## config.mk

```make
export PLATFORM = sky130hd
export DESIGN_NAME = keccak_sched_flat
export DESIGN_NICKNAME = d
export VERILOG_FILES = /design/src/rtl/keccak_sched_pkg.sv /design/src/rtl/keccak_sched_if.sv /design/src/rtl/keccak_sched_rr_arb2.sv /design/src/rtl/keccak_sched.sv /design/src/flat_wrapper.sv
export SDC_FILE = /design/constraint.sdc
export NUM_CORES = 1
export LEC_CHECK = 0
export BUFFER_PORTS_ARGS = -buffer_cell sky130_fd_sc_hd__buf_2
export CAP_MARGIN = 20
export CORE_MARGIN = 3
export CORE_UTILIZATION = 38
export DETAILED_ROUTE_END_ITERATION = 16
export PLACE_DENSITY = 0.91
export SETUP_SLACK_MARGIN = 0.2
export SYNTH_ARGS = -nofsm -noshare
export SYNTH_HDL_FRONTEND = slang
export SYNTH_SLANG_ARGS = --single-unit
```

## constraint.sdc

```tcl
create_clock -name clk -period 2 [get_ports clk]
set_input_delay 0.3 -clock clk [delete_from_list [all_inputs] [get_ports clk]]
set_output_delay 0.3 -clock clk [all_outputs]
set_load 0.05 [all_outputs]
```

## src/rtl/keccak_sched_pkg.sv

```systemverilog
// Shared definitions for the keccak scheduler, the keccak core and the CBD sampler.
// Holds the FSM states, tag widths, owner encodings and keccak mode codes.
package keccak_sched_pkg;

  typedef enum logic [2:0] {
    ST_IDLE,
    ST_START,
    ST_LOAD,
    ST_TAG,
    ST_RUN,
    ST_DRAIN
  } state_t;

  localparam int TAG_W_A = 16;
  localparam int TAG_W_B = 8;

  localparam logic OWNER_A = 1'b0;
  localparam logic OWNER_B = 1'b1;

  localparam logic [1:0] KMODE_SHA3_256 = 2'b00;
  localparam logic [1:0] KMODE_SHA3_512 = 2'b01;
  localparam logic [1:0] KMODE_SHAKE128 = 2'b10;
  localparam logic [1:0] KMODE_SHAKE256 = 2'b11;

  // Domain-separation word: client B only contributes its low TAG_W_B bits.
  function automatic logic [63:0] tag_word(input logic own, input logic [TAG_W_A-1:0] tag);
    if (own == OWNER_B)
      return {{(64 - TAG_W_B){1'b0}}, tag[TAG_W_B-1:0]};
    return {{(64 - TAG_W_A){1'b0}}, tag};
  endfunction

endpackage

```

## src/rtl/keccak_sched_if.sv

```systemverilog
// Control/status bundle between the scheduler (master) and the keccak core (slave).
interface keccak_sched_if;
  logic [63:0] k_in;
  logic [1:0]  k_mode;
  logic        k_is_last;
  logic        k_in_valid;
  logic        k_start_calc;
  logic        k_ack;
  logic        k_out_buf_empty;

  modport master (
    output k_in, k_mode, k_is_last, k_in_valid, k_start_calc,
    input  k_ack, k_out_buf_empty
  );

  modport slave (
    input  k_in, k_mode, k_is_last, k_in_valid, k_start_calc,
    output k_ack, k_out_buf_empty
  );
endinterface

```

## src/rtl/keccak_sched_rr_arb2.sv

```systemverilog
// Two-way round-robin arbiter: a lone requester wins, a tie goes to whoever was not served last.
module rr_arb2
  import keccak_sched_pkg::*;
(
  input  logic       req_a,
  input  logic       req_b,
  input  logic       last_owner,
  output logic [1:0] win
);

  always_comb begin
    win = 2'b00;
    if (req_a && (!req_b || last_owner == OWNER_B))
      win = 2'b01;
    else if (req_b)
      win = 2'b10;
  end

endmodule

```

## src/rtl/keccak_sched.sv

```systemverilog
// Shares one keccak core between the matrix parser (A) and the CBD noise generator (B):
// arbitrates, loads seed words plus a tag word, then holds ownership until done and drained.
module keccak_sched
  import keccak_sched_pkg::*;
#(
  parameter int SEED_WORDS = 4
) (
  input  logic                          clk,
  input  logic                          rst,
  input  logic                          req_a,
  input  logic [1:0]                    req_a_mode,
  input  logic [TAG_W_A-1:0]            req_a_tag,
  output logic                          gnt_a,
  input  logic                          done_a,
  input  logic                          req_b,
  input  logic [1:0]                    req_b_mode,
  input  logic [TAG_W_B-1:0]            req_b_tag,
  input  logic                          req_b_n,
  output logic                          gnt_b,
  input  logic                          done_b,
  output logic [$clog2(SEED_WORDS)-1:0] seed_addr,
  input  logic [63:0]                   seed_data,
  output logic                          cbd_n,
  output logic                          busy,
  output logic                          owner,
  keccak_sched_if.master                kif
);

  localparam int IDX_W = $clog2(SEED_WORDS);
  localparam logic [IDX_W-1:0] LAST_IDX = IDX_W'(SEED_WORDS - 1);

  state_t             state;
  logic [IDX_W-1:0]   idx;
  logic               job_owner;
  logic               job_n;
  logic [1:0]         job_mode;
  logic [TAG_W_A-1:0] job_tag;
  logic               last_owner;
  logic               start_calc;
  logic               in_valid;
  logic               is_last;
  logic [1:0]         win;
  logic               owner_done;
  logic [63:0]        k_in;

  rr_arb2 u_arb (
    .req_a      (req_a),
    .req_b      (req_b),
    .last_owner (last_owner),
    .win        (win)
  );

  assign owner_done = (job_owner == OWNER_B) ? done_b : done_a;

  always_ff @(posedge clk) begin
    if (!rst) begin
      state      <= ST_IDLE;
      idx        <= '0;
      job_owner  <= OWNER_A;
      job_n      <= 1'b0;
      job_mode   <= '0;
      job_tag    <= '0;
      last_owner <= OWNER_B;
      gnt_a      <= 1'b0;
      gnt_b      <= 1'b0;
      start_calc <= 1'b0;
      in_valid   <= 1'b0;
      is_last    <= 1'b0;
      busy       <= 1'b0;
    end else begin
      gnt_a      <= 1'b0;
      gnt_b      <= 1'b0;
      start_calc <= 1'b0;
      unique case (state)
        ST_IDLE: begin
          // Requester inputs are only looked at here; the job registers carry the rest.
          if (win != 2'b00) begin
            state      <= ST_START;
            busy       <= 1'b1;
            start_calc <= 1'b1;
            gnt_a      <= win[0];
            gnt_b      <= win[1];
            job_owner  <= win[1] ? OWNER_B : OWNER_A;
            job_mode   <= win[1] ? req_b_mode : req_a_mode;
            job_tag    <= win[1] ? TAG_W_A'(req_b_tag) : req_a_tag;
            job_n      <= win[1] & req_b_n;
          end
        end
        ST_START: begin
          state    <= ST_LOAD;
          idx      <= '0;
          in_valid <= 1'b1;
        end
        ST_LOAD: begin
          if (kif.k_ack) begin
            if (idx == LAST_IDX) begin
              state   <= ST_TAG;
              is_last <= 1'b1;
            end else begin
              idx <= idx + IDX_W'(1);
            end
          end
        end
        ST_TAG: begin
          if (kif.k_ack) begin
            state    <= ST_RUN;
            in_valid <= 1'b0;
            is_last  <= 1'b0;
          end
        end
        ST_RUN: begin
          if (owner_done)
            state <= ST_DRAIN;
        end
        ST_DRAIN: begin
          if (kif.k_out_buf_empty) begin
            state      <= ST_IDLE;
            busy       <= 1'b0;
            last_owner <= job_owner;
            job_owner  <= OWNER_A;
            job_n      <= 1'b0;
            job_mode   <= '0;
            job_tag    <= '0;
          end
        end
        default: state <= ST_IDLE;
      endcase
    end
  end

  // Seed data arrives combinationally from the regfile, so the word mux cannot be registered.
  always_comb begin
    k_in = '0;
    if (state == ST_LOAD)
      k_in = seed_data;
    else if (state == ST_TAG)
      k_in = tag_word(job_owner, job_tag);
  end

  assign seed_addr        = idx;
  assign cbd_n            = job_n;
  assign owner            = job_owner;
  assign kif.k_in         = k_in;
  assign kif.k_mode       = job_mode;
  assign kif.k_is_last    = is_last;
  assign kif.k_in_valid   = in_valid;
  assign kif.k_start_calc = start_calc;

endmodule

```

## src/flat_wrapper.sv

```systemverilog
// flat-port wrapper written by rule: the top's interface ports become plain ports
module keccak_sched_flat import keccak_sched_pkg::*;
#(
  parameter int SEED_WORDS = 4
)
  (clk, rst, req_a, req_a_mode, req_a_tag, gnt_a, done_a, req_b, req_b_mode, req_b_tag, req_b_n, gnt_b, done_b, seed_addr, seed_data, cbd_n, busy, owner, kif_k_in, kif_k_mode, kif_k_is_last, kif_k_in_valid, kif_k_start_calc, kif_k_ack, kif_k_out_buf_empty);
  keccak_sched_if kif_i ();
  input  logic clk;
  input  logic rst;
  input  logic req_a;
  input  logic [1:0] req_a_mode;
  input  logic [TAG_W_A-1:0] req_a_tag;
  output logic gnt_a;
  input  logic done_a;
  input  logic req_b;
  input  logic [1:0] req_b_mode;
  input  logic [TAG_W_B-1:0] req_b_tag;
  input  logic req_b_n;
  output logic gnt_b;
  input  logic done_b;
  output logic [$clog2(SEED_WORDS)-1:0] seed_addr;
  input  logic [63:0] seed_data;
  output logic cbd_n;
  output logic busy;
  output logic owner;
  output wire logic [$bits(kif_i.k_in)-1:0] kif_k_in;
  output wire logic [$bits(kif_i.k_mode)-1:0] kif_k_mode;
  output wire logic [$bits(kif_i.k_is_last)-1:0] kif_k_is_last;
  output wire logic [$bits(kif_i.k_in_valid)-1:0] kif_k_in_valid;
  output wire logic [$bits(kif_i.k_start_calc)-1:0] kif_k_start_calc;
  input wire logic [$bits(kif_i.k_ack)-1:0] kif_k_ack;
  input wire logic [$bits(kif_i.k_out_buf_empty)-1:0] kif_k_out_buf_empty;
  assign kif_k_in = kif_i.k_in;
  assign kif_k_mode = kif_i.k_mode;
  assign kif_k_is_last = kif_i.k_is_last;
  assign kif_k_in_valid = kif_i.k_in_valid;
  assign kif_k_start_calc = kif_i.k_start_calc;
  assign kif_i.k_ack = kif_k_ack;
  assign kif_i.k_out_buf_empty = kif_k_out_buf_empty;
  keccak_sched #(.SEED_WORDS(SEED_WORDS)) u_core (.clk(clk), .rst(rst), .req_a(req_a), .req_a_mode(req_a_mode), .req_a_tag(req_a_tag), .gnt_a(gnt_a), .done_a(done_a), .req_b(req_b), .req_b_mode(req_b_mode), .req_b_tag(req_b_tag), .req_b_n(req_b_n), .gnt_b(gnt_b), .done_b(done_b), .seed_addr(seed_addr), .seed_data(seed_data), .cbd_n(cbd_n), .busy(busy), .owner(owner), .kif(kif_i));
endmodule
```

==> results of run 1 <==
[routing by layer]
| layer | track usage (%) | share of wire, % | vias to the layer above |
|---|---|---|---|
| met4 | 12.7 | 6.3 | 0 |
| met2 | 51.5 | 51 | 248 |
| met1 | 29.7 | 32 | 1341 |
| met3 | 6.12 | 9.9 | 66 |
| met5 | 0 | 0 | - |
| li1 | - | - | 1250 |
[power by group through the flow]
stage / registers (uW) / clock network, uW / logic, uW
after detailed placement: 888 / 0 / 2480
after floorplan: 1010 / 0 / 1760
after CTS: 885 / 548 / 2860
after global routing: 916 / 570 / 3600
after global placement: 882 / 0 / 2420
final: 906 / 544 / 3480
[stage by stage]
stage                     hold WS, ns  power (uW)
after global placement          0.465        3300
after CTS                       0.285        4300
after floorplan                 0.397        2770
after detailed placement        0.471        3370
final                           0.292        4930
after global routing            0.302        5090
[cells by family (layout without fill, tap and decap cells)]
family	count (synthesis)	count (layout)	synth area share (%)
flops	32	32	31.7
compound gates	86	86	32.0
buf+inv	28	213	6.99
mux	3	3	1.55
fa+ha+maj	1	1	0.618
simple gates	90	90	27.2
[what timing repair did]
item                       CTS  global route
gates resized for setup    117            86
setup buffers                3             3
cloned                       1             5
setup endpoints to repair   64            68
pin swaps                    2             9
hold buffers                 0             0
[final timing paths]
check | from | end | cells past startpoint
max | u_core.state[0] | kif_k_in[14] | 6
min reg2reg | u_core.cbd_n | u_core.cbd_n | 2
max reg2reg | u_core.state[0] | u_core.kif.k_is_last | 7
min | req_a_tag[9] | u_core.job_tag[9] | 3
[cells in the mapped netlist, drive strengths merged, types with 2 or more instances]
library cell | instances | area (um2)
a21o | 10 | 75.1
a21oi | 16 | 80.1
a22o | 26 | 228
a31oi | 2 | 12.5
and2 | 51 | 319
buf | 12 | 81.3
clkbuf | 12 | 45.0
dfxtp | 32 | 641
inv | 4 | 15.0
mux2i | 2 | 20.0
nand2 | 7 | 26.3
nand2b | 2 | 12.5
nand3 | 4 | 20.0
nand4 | 9 | 56.3
nor2 | 8 | 37.5
nor2b | 2 | 12.5
o21ai | 15 | 75.1
o311a | 10 | 100
[cells in the final DEF (no fill, tap or decap), types with 2 or more instances in the layout]
cell / netlist / final
sky130_fd_sc_hd__a22o_2: 0 / 3
sky130_fd_sc_hd__buf_12: 0 / 3
sky130_fd_sc_hd__nor2_1: 7 / 7
sky130_fd_sc_hd__nor2b_4: 0 / 2
sky130_fd_sc_hd__clkbuf_8: 0 / 7
sky130_fd_sc_hd__dfxtp_4: 0 / 2
sky130_fd_sc_hd__nand2b_1: 2 / 2
sky130_fd_sc_hd__buf_4: 1 / 14
sky130_fd_sc_hd__and2_2: 0 / 26
sky130_fd_sc_hd__o21ai_1: 11 / 11
sky130_fd_sc_hd__a22o_1: 26 / 18
sky130_fd_sc_hd__and2_4: 0 / 20
sky130_fd_sc_hd__nand3_1: 4 / 4
sky130_fd_sc_hd__a22o_4: 0 / 5
sky130_fd_sc_hd__nand4_1: 9 / 9
sky130_fd_sc_hd__a21oi_1: 16 / 16
sky130_fd_sc_hd__a31oi_1: 2 / 2
sky130_fd_sc_hd__buf_2: 8 / 112
sky130_fd_sc_hd__o21ai_0: 4 / 4
sky130_fd_sc_hd__nand2_1: 7 / 7
sky130_fd_sc_hd__buf_8: 0 / 34
sky130_fd_sc_hd__mux2i_1: 2 / 2
sky130_fd_sc_hd__inv_1: 4 / 4
sky130_fd_sc_hd__o311a_1: 10 / 10
sky130_fd_sc_hd__and2_1: 51 / 5
sky130_fd_sc_hd__a21o_1: 10 / 10
sky130_fd_sc_hd__buf_6: 3 / 34
sky130_fd_sc_hd__clkbuf_16: 0 / 4
sky130_fd_sc_hd__dfxtp_1: 32 / 29
[sequential cells by signal, summed over array words and instances, names as in the netlist]
signal and cells:
u_core.kif.k_mode 2, u_core.state 3, u_core.last_owner 1, u_core.gnt_b 1, u_core.owner 1, u_core.seed_addr 2
u_core.busy 1, u_core.cbd_n 1, u_core.kif.k_in_valid 1, u_core.kif.k_start_calc 1, u_core.gnt_a 1, u_core.job_tag 16
u_core.kif.k_is_last 1
[critical path, stage by stage, from the launching register on]
cell and delay, ns:
sky130_fd_sc_hd__dfxtp_4 0.36, sky130_fd_sc_hd__nor2b_4 0.13, sky130_fd_sc_hd__and2_4 0.14, sky130_fd_sc_hd__nor2b_4 0.13, sky130_fd_sc_hd__buf_8 0.15, sky130_fd_sc_hd__a22o_4 0.24, sky130_fd_sc_hd__buf_8 0.15
[area by class of cell]
type                       count  area [um2]  area share, %
timing repair buffer         202        1750           43.8
multi-input combinational    180        1390           35.0
sequential                    32         649           16.3
clock buffer                   7        96.3           2.42
tap                           67        83.8           2.10
inverter                       4        15.0          0.377
==> results summary, run 1 <==
After global routing the overflow that remains totals 0. The share of final-layout standard cells stronger than drive strength 1 is 64.7%. The proportion of synthesized chip area in sequential cells came out at 31.7%. The number of placed instances with taps included is 473. Synthesis produced a netlist with a net count of 342.

The largest fanout of any net on the critical path is 8. The core utilization of the finished layout is 80.6%. In this run the worst hold path is classified as in -> reg. During placement, the flow inserted port buffers numbering 176. The final design instance area without fill is 3980 um2. Across the VDD grid, the largest voltage drop is 614 uV. For the pin with the worst max-slew slack, the measured transition is 0.457 ns. Fill cells in the final layout number 249. The headroom to the max-slew limit is 69.6%. The count of non-filler cells in the finished layout came out at 492.

The number of remaining DRC errors is 0. STA classifies the critical path endpoint as a primary output. Setup slack on the critical path of the routed design comes to 0.115 ns.

The number of levels in the clock H-tree came out at 2. The via count of the first global-routing pass was 2,622. The pre-CTS setup slack is 0.262 ns.

The number of cell rows came out at 25. The worst setup path is launched from a flip-flop. Setup violations remaining at the end of the flow were counted as 0. In this run the cell area of the synthesized design comes to 2020 um2.

In the synthesized netlist, the number of instances is 240. The congestion estimate from routability-driven global placement came to 0.837. The required time of the critical path came out at 1.70 ns. The number of antenna violations at the first check in global routing is 0. The total wirelength of the detailed-routed design came out at 11,200 um. The floorplan step defined a die boundary enclosing 6240 um2. The worst path needs 1.88 ns of the cycle, external delays included.

TritonCTS built the clock tree. The cell sitting at the root of the clock tree is a sky130_fd_sc_hd__clkbuf_8. After detailed routing, the number of vias per cell comes to 5.90.

The first routing iteration left 326 violations. The core region is 4940 um2. The fraction of the cycle the final worst path needs is 94.2%. Counting the buffers created by CTS gives 5.

Clock skew on the completed layout was measured at 0.00970 ns. The clock sink total came out at 32. Summing all placed instances gives a cell area of 3030 um2.

The number of synthesized flops with an enable pin came out at 0. The post-layout net count is 527. The initial cell density of the core came out at 40.9%. The via count of the routed design is 2,905. The proportion of power drawn by combinational gates came out at 70.6%. Across all register-to-register paths, the minimum setup slack is 0.26 ns. Measured along the y axis, the die boundary spans 79.0 um. The run finished with clean final reports. In this run the static leakage power is 0.00197 uW. Registers are responsible for 18.4% of the overall power.

Setup repair after global routing could not meet its margin everywhere. The share of power burned in the clock network is 11.0%. Entering global routing, the biggest net connects 26 pins. The total negative slack for setup checks is 0 ns. The synthesis warning total came out at 0.

Compared with the post-synthesis result, the final layout area differs by 96.9%. The top-level I/O count is 177. The highest attainable clock frequency came out at 0.531 GHz. The ratio of total power to cell area came out at 1240 nW/um2. The synthesized netlist contains 38 unique library cells. After clock tree synthesis, the clock-pin slew on the worst setup and hold paths is 0.07 ns. The proportion of total power due to net switching came out at 47.6%. The number of routed nets with antenna violations is 0. The maximum count of clock buffers along a single path is 2.

The critical path is of the reg -> out type. Among all flip-flop cells after synthesis, the most frequent one is sky130_fd_sc_hd__dfxtp_1. The die outline width is 79.0 um. After detailed routing, the average wire length per cell comes to 22.7 um. The synthesized flop and latch total is 32.

A synthesized cell averages 8.43 um2. Across the run, the number of max-cap violations was 0. Internal power comes to 2580 uW. The total iterations of the first detailed-routing run came out at 5.

After legalization and detailed placement, the total HPWL measured 5830 um. The worst endpoint data arrival time is 1.58 ns. The all-layer global routing usage came out at 27.8%. The final antenna diode count is 0.

The first-pass GRT wire length is 13,500 um. After synthesis, the share of flip-flops with an asynchronous set or reset is 0%. The number of pins exceeding their max-slew limit in the final report came out at 0. The hold violation total from the final report came out at 0. Clock latency on the worst-skew pair, taken at its later pin, is 0.28 ns.

The analysis attributes to net switching a power of 2350 uW.
No activity file was read; power rests on OpenSTA's default activity.
==> run 2: changes to the inputs <==
--- a/config.mk
+++ b/config.mk
@@ -11,6 +11,7 @@
 export CORE_UTILIZATION = 38
 export DETAILED_ROUTE_END_ITERATION = 16
 export PLACE_DENSITY = 0.91
+export REMOVE_ABC_BUFFERS = 1
 export SETUP_SLACK_MARGIN = 0.2
 export SYNTH_ARGS = -nofsm -noshare
 export SYNTH_HDL_FRONTEND = slang
==> results summary, run 2 (synthesis results as in run 1) <==
The kind of path behind the tightest hold check was in -> reg (unchanged). The post-detailed-route via-to-cell ratio came out at 5.95 (was 5.90). The all-layer global routing usage was 31.1% (was 27.8%). Most used cells in the layout excluding fill and tap cells: sky130_fd_sc_hd__buf_2 (112), sky130_fd_sc_hd__buf_6 (38), sky130_fd_sc_hd__and2_4 (31), sky130_fd_sc_hd__buf_8 (30), sky130_fd_sc_hd__dfxtp_1 (29) (was sky130_fd_sc_hd__buf_2 (112), sky130_fd_sc_hd__buf_6 (34), sky130_fd_sc_hd__buf_8 (34), sky130_fd_sc_hd__dfxtp_1 (29), sky130_fd_sc_hd__and2_2 (26)). The register ranked first by flip-flop count was u_core.job_tag (unchanged).

The worst setup skew after layout was 0.00580 ns (was 0.00970 ns). The proportion of power drawn by combinational gates is 71.9% (was 70.6%). Result of the run: finished, final reports clean (unchanged). The area of the die came out at 6240 um2 (unchanged). The CTS tree is done (unchanged). Unrepaired setup endpoints after global routing: yes (unchanged). The most frequent standard cell in the layout excluding fill and tap cells is sky130_fd_sc_hd__buf_2 (unchanged). The register cell area after layout came out at 644 um2 (was 649 um2). The type of destination of the critical path was a primary output (unchanged). The number of levels in the clock H-tree is 2 (unchanged).

The clock sink total came out at 32 (unchanged). The proportion of total power due to net switching came out at 47.8% (was 47.6%). The reg-to-reg endpoint is u_core.job_tag[15] (was u_core.kif.k_is_last).

The flop-to-flop setup slack is 0.19 ns (was 0.26 ns). The slew at the pin with the worst max-slew slack came to 0.504 ns (was 0.457 ns). The number of cell rows came out at 25 (unchanged).

The fraction of the cycle the final worst path needs was 99.9% (was 94.2%). The largest fanout of any net on the critical path came to 15 (was 8). The met3 routed wirelength is 1280 um (was 1110 um). The total wirelength of the detailed-routed design was 11,700 um (was 11,200 um). The overall overflow remaining after global route came out at 0 (unchanged). The number of cells on the critical path came out at 6 (unchanged).

The ratio of total power to cell area is 1250 nW/um2 (was 1240 nW/um2). The total iterations of the first detailed-routing run is 5 (unchanged). The post-place instance area is 2980 um2 (was 3030 um2). The uppermost layer routed was met4 (unchanged). The kind of critical path is reg -> out (unchanged). The highest attainable clock frequency came to 0.500 GHz (was 0.531 GHz).

The reg-to-reg startpoint is u_core.state[0] (unchanged). The worst-case reg-to-reg path depth is 7 (unchanged). The synthesis-to-layout area growth is 96.2% (was 96.9%). The number of routed nets with antenna violations is 0 (unchanged). The leakage power is 0.00197 uW (about the same). The first-iteration detailed-routing DRC count is 302 (was 326).

The vertical extent of the die is 79.0 um (unchanged). The most prevalent standard cell on the critical path is sky130_fd_sc_hd__buf_6. The final critical-path required period is 2.00 ns (was 1.88 ns). The required time of the critical path came to 1.70 ns (about the same). Cell breakdown of the critical path: buf_6, nor3b_4, buf_4, buf_12, and2_1, buf_6 (was nor2b_4, and2_4, nor2b_4, buf_8, a22o_4, buf_8). The worst hold-check slack is 0.311 ns (was 0.292 ns).

The via count of the first global-routing pass is 2,858 (was 2,622). The hold violation total from the final report is 0 (unchanged). The count of non-filler cells in the finished layout is 501 (was 492). Registers with the most flip-flops: u_core.job_tag (16), u_core.state (3) (unchanged).

The post-layout net count came out at 533 (was 527). The wire length on met1 is 3980 um (was 3610 um). The worst hold path startpoint was req_b_n (was req_a_tag[9]). The count of port buffers added during placement came out at 176 (unchanged). The launching element of the worst setup path is u_core.state[0] (unchanged). The headroom to the max-slew limit came out at 66.3% (was 69.6%).

The switching power total is 2380 uW (was 2350 uW). The number of remaining DRC errors is 0 (unchanged). The sequential share of power came to 17.8% (was 18.4%). The number of pins exceeding their max-slew limit in the final report is 0 (unchanged). The max-cap violation count is 0 (unchanged). The share of power burned in the clock network is 10.3% (was 11.0%). The source-to-sink clock delay at the later pin of the worst-skew pair came to 0.27 ns (was 0.28 ns).

The longest individual stage delay on the worst path is 0.33 ns (was 0.36 ns). The worst endpoint data arrival time is 1.70 ns (was 1.58 ns). The area occupied by multi-input gates is 1350 um2 (was 1390 um2). The master cell of the clock root buffer is sky130_fd_sc_hd__clkbuf_8 (unchanged). The share of final-layout standard cells stronger than drive strength 1 came out at 60.0% (was 64.7%). The clock input transition at the sequential cells of the worst setup and hold paths is 0.07 ns (about the same). The number of filler instances in the final layout is 265 (was 249). The total length of routed met2 wires came out at 5720 um (was 5740 um). The worst supply voltage drop on vdd came out at 759 uV (was 614 uV).

The number of antenna violations at the first check in global routing came out at 1 (was 0). The die outline width came out at 79.0 um (unchanged). The maximum count of clock buffers along a single path is 2 (unchanged). The worst path buffer plus inverter count came to 4 (was 2). The top-level I/O count is 177 (unchanged). The final design instance area without fill came out at 3970 um2 (was 3980 um2). The internal power came out at 2590 uW (was 2580 uW). The count of endpoints failing setup in the final report is 0 (unchanged). The cell family with the largest share of critical-path delay is buffers and inverters (was simple AND/OR/NAND/NOR gates). The number of placed instances with taps included came to 472 (was 473).

The via count of the routed design is 2,982 (was 2,905). The pin count of the biggest net entering global routing came to 31 (was 26). The flip-flop count of the largest register, all copies and words added is 16 (unchanged). The first-pass GRT wire length came out at 15,200 um (was 13,500 um). The slowest stage cell on the critical path is sky130_fd_sc_hd__dfxtp_2 (was sky130_fd_sc_hd__dfxtp_4). The end of the critical path is kif_k_in[28] (was kif_k_in[14]). The detailed placer's ending HPWL came to 5790 um (was 5830 um). The total clock buffers created by CTS is 5 (unchanged). The initial cell density of the core came out at 40.9% (unchanged). The placeable core region came out at 4940 um2 (unchanged).

The post-detailed-route wirelength per cell is 23.4 um (was 22.7 um). The global placement routability congestion was 0.865 (was 0.837). The sort of element at the start of the critical path is a flip-flop (unchanged).
## run 2: changes by cell type in the layout (fill, tap and decap cells not counted), moves of 4 or more
cell | before | now
sky130_fd_sc_hd__a22o_1 | 18 | 24
sky130_fd_sc_hd__and2_1 | 5 | 19
sky130_fd_sc_hd__and2_2 | 26 | 1
sky130_fd_sc_hd__and2_4 | 20 | 31
sky130_fd_sc_hd__buf_4 | 14 | 20
sky130_fd_sc_hd__buf_6 | 34 | 38
sky130_fd_sc_hd__buf_8 | 34 | 30
## run 2: power by group through the flow
stage	logic [uW]	clock network [uW]	registers, uW
after floorplan	1550	0	1070
after global placement	2400	0	872
after detailed placement	2440	0	872
after CTS	3190	525	864
after global routing	3700	533	898
final	3570	510	887
## run 2: repair_timing
action,in CTS,in global routing
setup buffers,8,6
setup endpoints to repair,64,81
resized for setup,167,37
pin swaps,26,13
hold buffers,0,0
gates cloned,4,1
## run 2: worst min path at each step
| stage | to | slack, ns | cells past startpoint |
|---|---|---|---|
| final | u_core.cbd_n | 0.31 | 3 |
| after global placement | u_core.cbd_n | 0.47 | 2 |
| after floorplan | u_core.last_owner | 0.38 | 1 |
| after global routing | u_core.job_tag[13] | 0.33 | 3 |
| after CTS | u_core.job_tag[13] | 0.29 | 3 |
| after detailed placement | u_core.cbd_n | 0.47 | 2 |
## run 2: metal layers
| layer | global-route usage, % | vias to the layer above |
|---|---|---|
| met4 | 14.4 | 0 |
| met2 | 57.0 | 273 |
| li1 | - | 1256 |
| met5 | 0 | - |
| met1 | 33.2 | 1384 |
| met3 | 7.94 | 69 |
## run 2: cell type report
type                            instances  area share (%)
Antenna cell                            2           0.126
Clock buffer                            8            2.27
Inverter                                4           0.378
Multi-Input combinational cell        180            33.9
Sequential cell                        32            16.2
Tap cell                               67            2.11
Timing Repair Buffer                  208            45.0
## run 2: worst reg2reg max path, cell delays in order, from the launching register on
cell and delay, ns:
sky130_fd_sc_hd__dfxtp_2 0.33, sky130_fd_sc_hd__buf_6 0.12, sky130_fd_sc_hd__buf_4 0.18, sky130_fd_sc_hd__and3b_4 0.21
sky130_fd_sc_hd__nor2_4 0.27, sky130_fd_sc_hd__buf_4 0.24, sky130_fd_sc_hd__nand4_1 0.15, sky130_fd_sc_hd__a21oi_1 0.23
## run 2: metrics by stage
stage / total power [uW] / setup TNS (ns) / utilization [%] / worst slack [ns]
6_report: 4970 / 0 / 80.3 / 0.00179
4_1_cts: 4580 / 0 / 76.0 / 0.0771
2_1_floorplan: 2630 / -81.86 / - / -1.27
3_3_place_gp: 3280 / 0 / 60.3 / 0.309
3_5_place_dp: 3310 / 0 / 60.3 / 0.272
5_1_grt: 5130 / -0.340 / 80.3 / -0.0629
